[config.mk]
export PLATFORM = sky130hd
export DESIGN_NAME = calc_op_sequencer
export DESIGN_NICKNAME = d
export VERILOG_FILES = /design/src/rtl/calc_op_sequencer.sv
export SDC_FILE = /design/constraint.sdc
export NUM_CORES = 1
export LEC_CHECK = 0
export CORE_MARGIN = 2
export CORE_UTILIZATION = 60
export CTS_BUF_LIST = sky130_fd_sc_hd__clkbuf_8
export DETAILED_ROUTE_END_ITERATION = 6
export PLACE_DENSITY = 0.83
export RECOVER_POWER = 100
export SETUP_SLACK_MARGIN = 0.5
export SLEW_MARGIN = 20
export SYNTH_ARGS = -nofsm -noshare
export SYNTH_HDL_FRONTEND = slang
export SYNTH_SLANG_ARGS = --single-unit
[constraint.sdc]
create_clock -name clk_in -period 6.4 [get_ports clk_in]
set_input_delay 0.96 -clock clk_in [delete_from_list [all_inputs] [get_ports clk_in]]
set_output_delay 0.96 -clock clk_in [all_outputs]
set_load 0.01 [all_outputs]
[src/rtl/calc_op_sequencer.sv]
// Purpose : shared signed ADD/SUB/MUL/DIV engine with valid/ready request and response ports.
// Latency : ADD/SUB and divide-by-zero respond in 1 cycle; MUL/DIV respond in WIDTH+2 cycles.
// Backpr. : one operation in flight; req_ready is low until the response is taken, and the next accept is no earlier than the following cycle.
//
// Ports:
//   clk_in, rst                  clock; synchronous active-high reset
//   req_valid/req_ready          request handshake carrying req_op (00 ADD, 01 SUB, 10 MUL, 11 DIV), req_a, req_b
//   rsp_valid/rsp_ready          response handshake carrying rsp_result (2*WIDTH+1 bits signed) and rsp_div_zero
//   busy                         high whenever the sequencer is not idle
//   abort                        present only when CALC_SEQ_ABORT_EN is defined; drops the in-flight op
//
// Optional feature macro: CALC_SEQ_ABORT_EN

module calc_op_sequencer #(
    parameter int WIDTH = 16
) (
    input  logic                     clk_in,
    input  logic                     rst,
`ifdef CALC_SEQ_ABORT_EN
    input  logic                     abort,
`endif
    input  logic                     req_valid,
    output logic                     req_ready,
    input  logic [1:0]               req_op,
    input  logic signed [WIDTH-1:0]  req_a,
    input  logic signed [WIDTH-1:0]  req_b,
    output logic                     rsp_valid,
    input  logic                     rsp_ready,
    output logic signed [2*WIDTH:0]  rsp_result,
    output logic                     rsp_div_zero,
    output logic                     busy
);

    localparam int RW = 2 * WIDTH + 1;
    localparam int CW = (WIDTH > 1) ? $clog2(WIDTH) : 1;

    localparam logic [1:0] OP_ADD = 2'b00;
    localparam logic [1:0] OP_SUB = 2'b01;
    localparam logic [1:0] OP_MUL = 2'b10;
    localparam logic [1:0] OP_DIV = 2'b11;

    typedef enum logic [1:0] {
        S_IDLE,
        S_ITER,
        S_FIXUP,
        S_DONE
    } state_t;

    state_t               state_q, state_d;
    logic [CW-1:0]        cnt_q, cnt_d;
    // MUL: {partial product high, multiplier shifting out}.
    // DIV: {partial remainder, dividend shifting out / quotient shifting in}.
    logic [2*WIDTH-1:0]   acc_q, acc_d;
    logic [WIDTH-1:0]     bmag_q, bmag_d;   // multiplicand or divisor magnitude
    logic                 mul_q, mul_d;
    logic                 neg_q, neg_d;
    logic [RW-1:0]        result_q, result_d;
    logic                 dz_q, dz_d;

    // Operand magnitudes; |-2^(WIDTH-1)| still fits as an unsigned WIDTH-bit value.
    logic [WIDTH-1:0]     a_mag, b_mag;
    logic [RW-1:0]        a_ext, b_ext;

    assign a_mag = req_a[WIDTH-1] ? (~req_a + 1'b1) : req_a;
    assign b_mag = req_b[WIDTH-1] ? (~req_b + 1'b1) : req_b;
    assign a_ext = {{(RW-WIDTH){req_a[WIDTH-1]}}, req_a};
    assign b_ext = {{(RW-WIDTH){req_b[WIDTH-1]}}, req_b};

    // Shift-add multiply step: conditionally add the multiplicand into the
    // upper half, then shift the whole accumulator right by one.
    logic [WIDTH:0]       mul_sum;
    logic [2*WIDTH-1:0]   mul_next;

    assign mul_sum  = {1'b0, acc_q[2*WIDTH-1:WIDTH]} + (acc_q[0] ? {1'b0, bmag_q} : {(WIDTH+1){1'b0}});
    assign mul_next = {mul_sum, acc_q[WIDTH-1:1]};

    // Restoring divide step: shift the next dividend bit into the remainder,
    // subtract the divisor when it fits, and shift the quotient bit in at the bottom.
    // When the subtraction is taken the difference is below the divisor, so it
    // always fits in WIDTH bits.
    logic [WIDTH:0]       rem_sh;
    logic                 div_ge;
    logic [WIDTH-1:0]     rem_nx;
    logic [2*WIDTH-1:0]   div_next;

    assign rem_sh   = {acc_q[2*WIDTH-1:WIDTH], acc_q[WIDTH-1]};
    assign div_ge   = (rem_sh >= {1'b0, bmag_q});
    assign rem_nx   = div_ge ? (rem_sh[WIDTH-1:0] - bmag_q) : rem_sh[WIDTH-1:0];
    assign div_next = {rem_nx, acc_q[WIDTH-2:0], div_ge};

    // Final magnitude: full product for MUL, quotient in the low half for DIV.
    logic [RW-1:0]        mag_ext;

    assign mag_ext = mul_q ? {1'b0, acc_q} : {{(WIDTH+1){1'b0}}, acc_q[WIDTH-1:0]};

    always_comb begin
        state_d  = state_q;
        cnt_d    = cnt_q;
        acc_d    = acc_q;
        bmag_d   = bmag_q;
        mul_d    = mul_q;
        neg_d    = neg_q;
        result_d = result_q;
        dz_d     = dz_q;

        case (state_q)
            S_IDLE: begin
                if (req_valid) begin
                    case (req_op)
                        OP_ADD: begin
                            result_d = a_ext + b_ext;
                            dz_d     = 1'b0;
                            state_d  = S_DONE;
                        end
                        OP_SUB: begin
                            result_d = a_ext - b_ext;
                            dz_d     = 1'b0;
                            state_d  = S_DONE;
                        end
                        default: begin
                            if (req_op == OP_DIV && req_b == '0) begin
                                result_d = '0;
                                dz_d     = 1'b1;
                                state_d  = S_DONE;
                            end else begin
                                // Same load for both: low half holds |a| (multiplier
                                // or dividend), upper half starts at zero.
                                mul_d   = (req_op == OP_MUL);
                                neg_d   = req_a[WIDTH-1] ^ req_b[WIDTH-1];
                                bmag_d  = b_mag;
                                acc_d   = {{WIDTH{1'b0}}, a_mag};
                                cnt_d   = CW'(WIDTH - 1);
                                dz_d    = 1'b0;
                                state_d = S_ITER;
                            end
                        end
                    endcase
                end
            end

            S_ITER: begin
`ifdef CALC_SEQ_ABORT_EN
                if (abort) begin
                    state_d = S_IDLE;
                end else
`endif
                begin
                    acc_d = mul_q ? mul_next : div_next;
                    if (cnt_q == '0) begin
                        state_d = S_FIXUP;
                    end else begin
                        cnt_d = cnt_q - 1'b1;
                    end
                end
            end

            S_FIXUP: begin
`ifdef CALC_SEQ_ABORT_EN
                if (abort) begin
                    state_d = S_IDLE;
                end else
`endif
                begin
                    // Negating a zero magnitude yields zero, so no special case is needed.
                    result_d = neg_q ? (RW'(0) - mag_ext) : mag_ext;
                    state_d  = S_DONE;
                end
            end

            S_DONE: begin
`ifdef CALC_SEQ_ABORT_EN
                if (abort) begin
                    dz_d    = 1'b0;
                    state_d = S_IDLE;
                end else
`endif
                if (rsp_ready) begin
                    dz_d    = 1'b0;
                    state_d = S_IDLE;
                end
            end

            default: begin
                state_d = S_IDLE;
            end
        endcase
    end

    always_ff @(posedge clk_in) begin
        if (rst) begin
            state_q  <= S_IDLE;
            cnt_q    <= '0;
            acc_q    <= '0;
            bmag_q   <= '0;
            mul_q    <= 1'b0;
            neg_q    <= 1'b0;
            result_q <= '0;
            dz_q     <= 1'b0;
        end else begin
            state_q  <= state_d;
            cnt_q    <= cnt_d;
            acc_q    <= acc_d;
            bmag_q   <= bmag_d;
            mul_q    <= mul_d;
            neg_q    <= neg_d;
            result_q <= result_d;
            dz_q     <= dz_d;
        end
    end

    assign req_ready    = (state_q == S_IDLE);
    assign rsp_valid    = (state_q == S_DONE);
    assign busy         = (state_q != S_IDLE);
    assign rsp_result   = result_q;
    assign rsp_div_zero = dz_q;

endmodule

==> results.yml, run 1 <==
synthesis:
  syn_inst: 1072
  synth_fa_ha_area_share_pct: 9.56
  synth_compound_area_share_pct: 26.8
  synth-main-ff-cell: "dfxtp_1"
  muxShareOfSynthArea_pct: 3.37
  synth-xor-area-share_pct: 10.3
  yosysUniqueCellTypes: 82
  ys_ff_latch: 90
  async_reset_ff_share_pct: 0
  synth_area_per_cell_um2: 7.55
  synth_top_family_by_area: "compound AO/OA/AOI/OAI gates"
  synthesis.area_mm2: 0.00809
  synth_fp_nets: 1170
  synthSimpleGateAreaFrac_pct: 22.1
  ys_seq_area_share_pct: 22.3
  synth_edf_count: 0
  synth.yosys.warnings: 0
clocking:
  cts.clk_slew.worst_paths_ns: 0.10
  postCtsSetupBuffers: 0
  clock_sinks: 90
  cts_tree: "built"
  cts_root_buf: "clkbuf_8"
  clockBufferDepth: 2
  h-tree-depth: 3
  hold_buffers: 0
  clk_latency_ns: 0.40
  cts-resized-gates: 0
  tritoncts.num_buffers: 9
setup_path:
  path_cells: "dlygate4sd3_1 -> inv_1 -> ha_1 -> or3b_2 -> or3_1 -> nor4_1 -> nor2b_1 -> a21oi_4 -> clkbuf_2 -> o311a_1 -> nor3_1"
  criticalPathCategory: "input port to flop"
  cp-end-kind: "flop"
  crit_fanout: 29
  r2r_slack_ns: 2.91
  crit_buf_inv: 3
  arrival_ns: 5.90
  start_kind: "input port"
  cp.required_ns: 6.65
  cpPeakStageDelay_ns: 1.18
  worstRegToRegCells: 9
  cp_top_family: "simple AND/OR/NAND/NOR gates"
  crit_slowest_cell: "nor4_1"
  cp.depth: 11
routing:
  wl_per_cell_um: 17.7
  num_vias: 7982
  route.detailed.drc: 0
  drt_iter0_drc: 798
  vias_per_cell: 6.23
  ant_nets: 0
  wl_mm: 22.7
  dr.pass1.iters: 5
die:
  die-area_mm2: 0.0144
  die_y_um: 120
  chipWidth_um: 120
  io_pins: 75
  row_count: 42
  core-area_mm2: 0.0132
  start_util_pct: 61.3
sta:
  rsz0062_at_grt: "false"
  fin_skew_ns: 0.0153
  fmax_mhz: 177
  min_period_over_period_pct: 88.3
  worst_slew_pin_slew_ns: 1.45
  relSlewSlack_pct: 2.29
  finalSetupTns_ns: 0
  min_period_ns: 5.65
  slew_violations: 0
  finalHoldViolations: 0
  setup_viol_count_final: 0
place:
  place_hpwl_mm: 16.8
  placed_cells: 1265
  gp_congestion: 0.951
  place.port_buffers: 74
cells_and_area:
  sequential_cell_area_mm2: 0.00180
  multi_input_area_mm2: 0.00583
  nFillCells: 1141
  antennaDiodeCount: 0
  areaGrowthSynthToFinish_pct: 11.3
  layout_commonest_cell: "nor2_1"
  final_cell_mix: "nor2_1, nand2_1, dfxtp_1"
  nets: 1198
  stdcell_count: 1281
  final_layout_size_suffix_gt1_share_pct: 4.25
job:
  maxCapViolCount: 1
pwr:
  vdd_drop_max_mv: 0.229
  cellPowerDensity_mw_per_mm2: 437
  p_leak_nw: 3.53
min_path:
  hp-class: "flop to flop"
  min_path_cells: 2
global_route:
  grt_max_degree: 78
  grt_pass1_vias: 7093
  antenna_found_initial: 0
  grtUsageTotal_pct: 31.7
  gr-total-overflow: 0
  grt_first_pass_wirelength_mm: 36.7
run_status:
  status: "complete, but fails checks"
  violations: "capacitance limit"
-- synthesized netlist by cell type (9+ instances only) --
library cell / count / area (µm²)
xor2_1: 36 / 315
xnor2_1: 59 / 517
a211oi_1: 52 / 390
nand2b_1: 17 / 106
or3_1: 12 / 75.1
clkbuf_1: 47 / 176
nor2_1: 128 / 480
a22oi_1: 9 / 67.6
ha_1: 57 / 713
o211ai_1: 22 / 165
nand3_1: 21 / 105
buf_2: 10 / 50.1
a21oi_1: 65 / 325
a21o_1: 9 / 67.6
mux2i_1: 25 / 250
nor2b_1: 14 / 87.6
dfxtp_1: 90 / 1800
o21ai_0: 56 / 280
o31ai_1: 18 / 135
nor3_1: 18 / 90.1
nand2_1: 117 / 439
a211o_1: 9 / 78.8
inv_1: 38 / 143
-- final timing paths --
| path | startpoint | to |
|---|---|---|
| hold / removal | rsp_div_zero | rsp_div_zero |
| setup / recovery | req_b[0] | rsp_result[1] |
| hold reg to reg | rsp_div_zero | rsp_div_zero |
| setup reg to reg | acc_q[27] | acc_q[26] |
-- stage by stage --
step                      hold slack (ns)  cell area (µm²)  total power [mW]  worst slack, ns  utilization [%]
after floorplan                     0.451             8090              2.89             2.06                -
after global placement              0.462             8840              3.46             1.15             67.0
after detailed placement            0.466             8840              3.50             1.03             67.0
after CTS                           0.479             9030              3.92             1.44             68.5
after global routing                0.519             9000              4.24            0.593             68.3
final                               0.479             9000              3.93            0.746             68.3
-- report_power, final --
group	internal, mW	switching (mW)
registers	0.721	0.204
logic	1.07	1.53
clock network	0.152	0.251
total	1.94	1.99
-- worst min-delay path, delay by kind of cell, from the launching register on --
family / cells / cell delay (ns)
compound gates: 2 / 0.12
flops: 1 / 0.32
-- sequential cells by signal, summed over array words and instances, names as in the netlist --
| signal | count |
|---|---|
| mul_q | 1 |
| state_q | 2 |
| neg_q | 1 |
| rsp_div_zero | 1 |
| cnt_q | 4 |
| rsp_result | 33 |
| bmag_q | 16 |
| acc_q | 32 |
-- kinds of logic after synthesis --
| kind of cell | count (synthesis) |
|---|---|
| multiplexers | 27 |
| AO/OA/AOI/OAI | 314 |
| flip-flops | 90 |
| adder cells (fa/ha/maj) | 60 |
| AND/OR/NAND/NOR | 379 |
| buffers and inverters | 107 |
| XOR/XNOR | 95 |
-- layer usage --
metal / part of all wire, % / vias to the layer above / GRT usage (%)
li1: - / 3940 / -
met1: 46 / 3673 / 47.2
met2: 43 / 338 / 47.3
met3: 8.8 / 31 / 4.52
met4: 2.0 / 0 / 9.19
met5: 0 / - / 0
-- layout make-up --
cell class              instances  area share [%]
clock buffers                   9            1.38
clock inverters                 7           0.792
inverters                      39            1.63
multi-input cells             875            64.8
flip-flops and latches         90            20.0
well taps                     176            2.45
repair buffers                 85            8.98
Power figures use the tool's default switching activity.
==> inputs of run 2 (changes only) <==
Clock period 6.4 ns to 6.05 ns, I/O delays scaled along.
==> run 2 against run 1 <==
Net effect:
- the run still ends with capacitance limit left
- register-to-register slack worse by 0.33 ns
- first-iteration DRC count shrank 15%
- clock power increased by 14%
- utilization up 0.18 points
- count of clock-buffer cells in the layout unchanged
- critical endpoint unchanged
- largest power group unchanged
- highest routed layer unchanged
==> results.yml, run 2 (synthesis gave the netlist of run 1 again) <==
sta:
  rsz0062_at_grt: "false"
  slew_violations: 0
  min_period_over_period_pct: 88.0
  min_period_ns: 5.32
  worst_slew_pin_slew_ns: 1.45
  setup_viol_count_final: 0
  relSlewSlack_pct: 2.42
  finalHoldViolations: 0
  fin_skew_ns: 0.00915
  fmax_mhz: 188
  finalSetupTns_ns: 0
clocking:
  cts_tree: "built"
  clock_sinks: 90
  tritoncts.num_buffers: 9
  hold_buffers: 0
  cts_root_buf: "clkbuf_8"
  clk_latency_ns: 0.39
  clockBufferDepth: 2
  h-tree-depth: 3
  cts-resized-gates: 0
  postCtsSetupBuffers: 0
  cts.clk_slew.worst_paths_ns: 0.11
die:
  chipWidth_um: 120
  row_count: 42
  die_y_um: 120
  die-area_mm2: 0.0144
  core-area_mm2: 0.0132
  start_util_pct: 61.3
  io_pins: 75
cells_and_area:
  antennaDiodeCount: 0
  final_cell_mix: "nor2_1, nand2_1, dfxtp_1"
  sequential_cell_area_mm2: 0.00180
  multi_input_area_mm2: 0.00583
  areaGrowthSynthToFinish_pct: 11.6
  nFillCells: 1146
  nets: 1198
  largest_reg_flops: 33
  final_layout_size_suffix_gt1_share_pct: 4.43
  stdcell_count: 1281
  layout_commonest_cell: "nor2_1"
setup_path:
  crit_fanout: 29
  cp-end-kind: "flop"
  start_kind: "input port"
  r2r_slack_ns: 2.58
  cp.required_ns: 6.31
  arrival_ns: 5.58
  criticalPathCategory: "input port to flop"
pwr:
  seq_power_share_pct: 23.4
  vdd_drop_max_mv: 0.270
  power_frac_comb_pct: 65.6
  intPower_mw: 2.10
  power_frac_clock_pct: 11.0
  switching_share_pct: 50.1
  switching_power_mw: 2.11
  p_leak_nw: 3.54
  cellPowerDensity_mw_per_mm2: 466
min_path:
  hp-class: "flop to flop"
global_route:
  grt_use_met3_pct: 6.18
  grtUsageTotal_pct: 32.0
  grt_max_degree: 78
  gr-total-overflow: 0
  use_met1_pct: 47.5
  antenna_found_initial: 0
  grt_first_pass_wirelength_mm: 37.0
  global_route.peak_usage_layer: "met2"
  met2_usage_pct: 48.5
  grt_pass1_vias: 7155
place:
  place.port_buffers: 74
  placed_cells: 1265
  gp_congestion: 0.949
  place_hpwl_mm: 17.1
routing:
  ant_nets: 0
  wl_per_cell_um: 17.9
  route.detailed.drc: 0
  drt_iter0_drc: 675
  vias_per_cell: 6.31
  dr.pass1.iters: 5
  num_vias: 8086
  wl_mm: 23.0
run_status:
  violations: "capacitance limit"
  status: "complete, but fails checks"
job:
  maxCapViolCount: 1
-- run 2: cell count changes in the layout (fill, tap and decap cells not counted), sizes merged --
cell and delta:
inv +1, buf +3, clkbuf -3, clkinv -4
bufinv +1, clkinvlp +2
-- run 2: through the flow --
stage          setup WS [ns]  util [%]  hold slack (ns)  cell area [µm²]  total power, mW
6_report               0.729      68.4            0.498             9030             4.21
5_1_grt                0.577      68.4            0.519             9030             4.51
4_1_cts                 1.16      68.6            0.497             9040             4.18
3_5_place_dp           0.794      67.0            0.483             8840             3.71
3_3_place_gp           0.863      67.0            0.461             8840             3.66
2_1_floorplan           1.77         -            0.451             8090             3.05
-- run 2: metal layers --
layer	part of all wire, %	vias up
li1	-	3940
met5	0	-
met3	8.9	24
met1	46	3762
met2	44	360
met4	1.1	0
-- run 2: cell type report --
| cell class | instances | area share [%] |
|---|---|---|
| multi-input combinational | 875 | 64.6 |
| sequential | 90 | 20.0 |
| timing repair buffer | 85 | 9.07 |
| tap | 176 | 2.44 |
| inverter | 39 | 1.62 |
| clock buffer | 9 | 1.37 |
| clock inverter | 7 | 0.943 |
-- run 2: worst max-delay path, cell delays in order --
cell and delay (ns):
dlygate4sd3_1 0.65, inv_1 0.10, ha_1 0.20, or3b_2 0.49, or3_1 0.40, nor4_1 1.18, nor2b_1 0.24, a21oi_4 0.65
buf_4 0.43, o311a_1 0.27, nor3_1 0.05
-- run 2: path summary, 6_finish.rpt --
path,startpoint,to,depth (start not counted)
worst max-delay path,req_b[0],rsp_result[1],11
worst min-delay path,rsp_div_zero,rsp_div_zero,2
worst max register to register,acc_q[27],acc_q[22],9
worst min register to register,rsp_div_zero,rsp_div_zero,2
-- run 2: power groups by stage --
stage / sequential (mW) / combinational, mW / clock [mW]
after floorplan: 0.933 / 2.12 / 0
after global placement: 0.986 / 2.68 / 0
after detailed placement: 0.993 / 2.72 / 0
after CTS: 0.980 / 2.73 / 0.463
after global routing: 1.01 / 3.01 / 0.485
final: 0.985 / 2.76 / 0.461
==> inputs of run 3 (changes only) <==
Settings changed: GPL_ROUTABILITY_DRIVEN set to 0, PLACE_DENSITY 0.83 to not set, PLACE_DENSITY_LB_ADDON set to 0.05.
==> run 3 against run 2 <==
Net effect:
- the run now ends clean
- register-to-register slack got worse by 0.02 ns
- largest power group unchanged
- clock skew up 0.0079 ns
- clock power about the same
- largest cell class unchanged
- utilization is 0.14 points lower
- count of clock-buffer cells in the layout rose by 1
- global-route usage grew 0.66 points
- critical path depth did not move
- non-clock buffer count did not move
- die area unchanged
==> results.yml, run 3 (synthesis gave the netlist of run 1 again) <==
routing:
  drt_iter0_drc: 749
  route.detailed.drc: 0
  wl_per_cell_um: 18.3
  ant_nets: 0
  met1Wirelength_mm: 11.1
  dr.pass1.iters: 5
  wl_met3_mm: 2.20
  vias_per_cell: 6.29
  met2_length_mm: 9.74
  maxUsedRoutingLayer: "met4"
  wl_mm: 23.4
  num_vias: 8058
sta:
  relSlewSlack_pct: 15.0
  finalHoldViolations: 0
  slew_violations: 0
  min_period_over_period_pct: 87.4
  setup_viol_count_final: 0
  rsz0062_at_grt: "false"
  finalSetupTns_ns: 0
  fmax_mhz: 189
  worst_slew_pin_slew_ns: 1.26
  fin_skew_ns: 0.0170
  min_period_ns: 5.29
die:
  core-area_mm2: 0.0132
  die-area_mm2: 0.0144
  die_y_um: 120
  chipWidth_um: 120
  row_count: 42
  start_util_pct: 61.3
  io_pins: 75
setup_path:
  worstReg2RegStart: "acc_q[29]"
  arrival_ns: 5.54
  start_kind: "input port"
  path_cells: "dlygate4sd3_1 -> inv_1 -> ha_1 -> or3b_2 -> or3_1 -> nor4_1 -> nor2b_1 -> a21oi_1 -> clkbuf_2 -> o311a_1 -> nor3_1"
  crit_buf_inv: 3
  cp_top_family: "simple AND/OR/NAND/NOR gates"
  criticalPathCategory: "input port to flop"
  r2r_slack_ns: 2.56
  crit_slowest_cell: "nor4_1"
  worstRegToRegCells: 9
  cp-end-kind: "flop"
  crit_end: "rsp_result[1]"
  cpPeakStageDelay_ns: 1.04
  cp.depth: 11
  cp.required_ns: 6.30
  r2r-end: "acc_q[26]"
  crit_fanout: 48
  cp-startpoint: "req_b[0]"
cells_and_area:
  largest_reg_flops: 33
  layout_commonest_cell: "nor2_1"
  final_cell_area_mm2: 0.00901
  antennaDiodeCount: 0
  final_cell_mix: "nor2_1, nand2_1, dfxtp_1"
  areaGrowthSynthToFinish_pct: 11.3
  final_layout_size_suffix_gt1_share_pct: 4.25
  nets: 1198
clocking:
  cts_root_buf: "clkbuf_8"
  hold_buffers: 0
  clockBufferDepth: 2
  cts-resized-gates: 0
  tritoncts.num_buffers: 9
  cts_tree: "built"
  h-tree-depth: 3
  clk_latency_ns: 0.39
  postCtsSetupBuffers: 0
  clock_sinks: 90
  cts.clk_slew.worst_paths_ns: 0.10
min_path:
  hp-class: "flop to flop"
global_route:
  grt_max_degree: 78
  grt_first_pass_wirelength_mm: 37.5
  antenna_found_initial: 0
  grt_pass1_vias: 7217
  grtUsageTotal_pct: 32.7
  gr-total-overflow: 0
pwr:
  vdd_drop_max_mv: 0.329
  cellPowerDensity_mw_per_mm2: 466
  p_leak_nw: 3.54
job:
  maxCapViolCount: 0
run_status:
  status: "complete, no violations"
place:
  placed_area_mm2: 0.00884
  place.port_buffers: 74
  place_hpwl_mm: 17.4
run 3: area by class of cell:
type | count | area, µm²
repair buffers | 85 | 812
fillers | 1155 | 4180
inverters | 39 | 146
clock buffers | 10 | 138
well taps | 176 | 220
flip-flops and latches | 90 | 1800
multi-input cells | 875 | 5820
clock inverters | 6 | 72.6
run 3: layer usage:
layer / GRT usage [%] / vias to the layer above
met5: 0 / -
met4: 8.60 / 0
met3: 4.80 / 29
met2: 47.8 / 363
met1: 49.6 / 3731
li1: - / 3935
run 3: metrics by stage:
stage	worst slack, ns	total power, mW	util (%)	hold WS (ns)	instances
4_1_cts	1.21	4.19	68.6	0.477	1281
3_3_place_gp	0.994	3.69	67.0	0.467	1265
3_5_place_dp	0.815	3.72	67.0	0.466	1265
2_1_floorplan	1.77	3.05	-	0.451	1072
6_report	0.761	4.20	68.3	0.471	1281
5_1_grt	0.423	4.53	68.3	0.524	1281
run 3: where the power goes:
group	internal, mW	total [mW]	switching, mW
registers	0.763	0.987	0.224
logic	1.13	2.75	1.62
clock network	0.207	0.459	0.252
run 3: how the worst min path moves through the flow:
stage	cells after the start	from	to	slack [ns]
after global placement	2	rsp_div_zero	rsp_div_zero	0.47
after floorplan	1	cnt_q[0]	cnt_q[0]	0.45
after global routing	2	rsp_div_zero	rsp_div_zero	0.52
after CTS	2	rsp_div_zero	rsp_div_zero	0.48
after detailed placement	2	rsp_div_zero	rsp_div_zero	0.47
final	2	rsp_div_zero	rsp_div_zero	0.47
run 3: worst min-delay path: cells and delay by family (launching register included):
kind            cells  cell delay [ns]
compound gates      2             0.12
flops               1             0.31
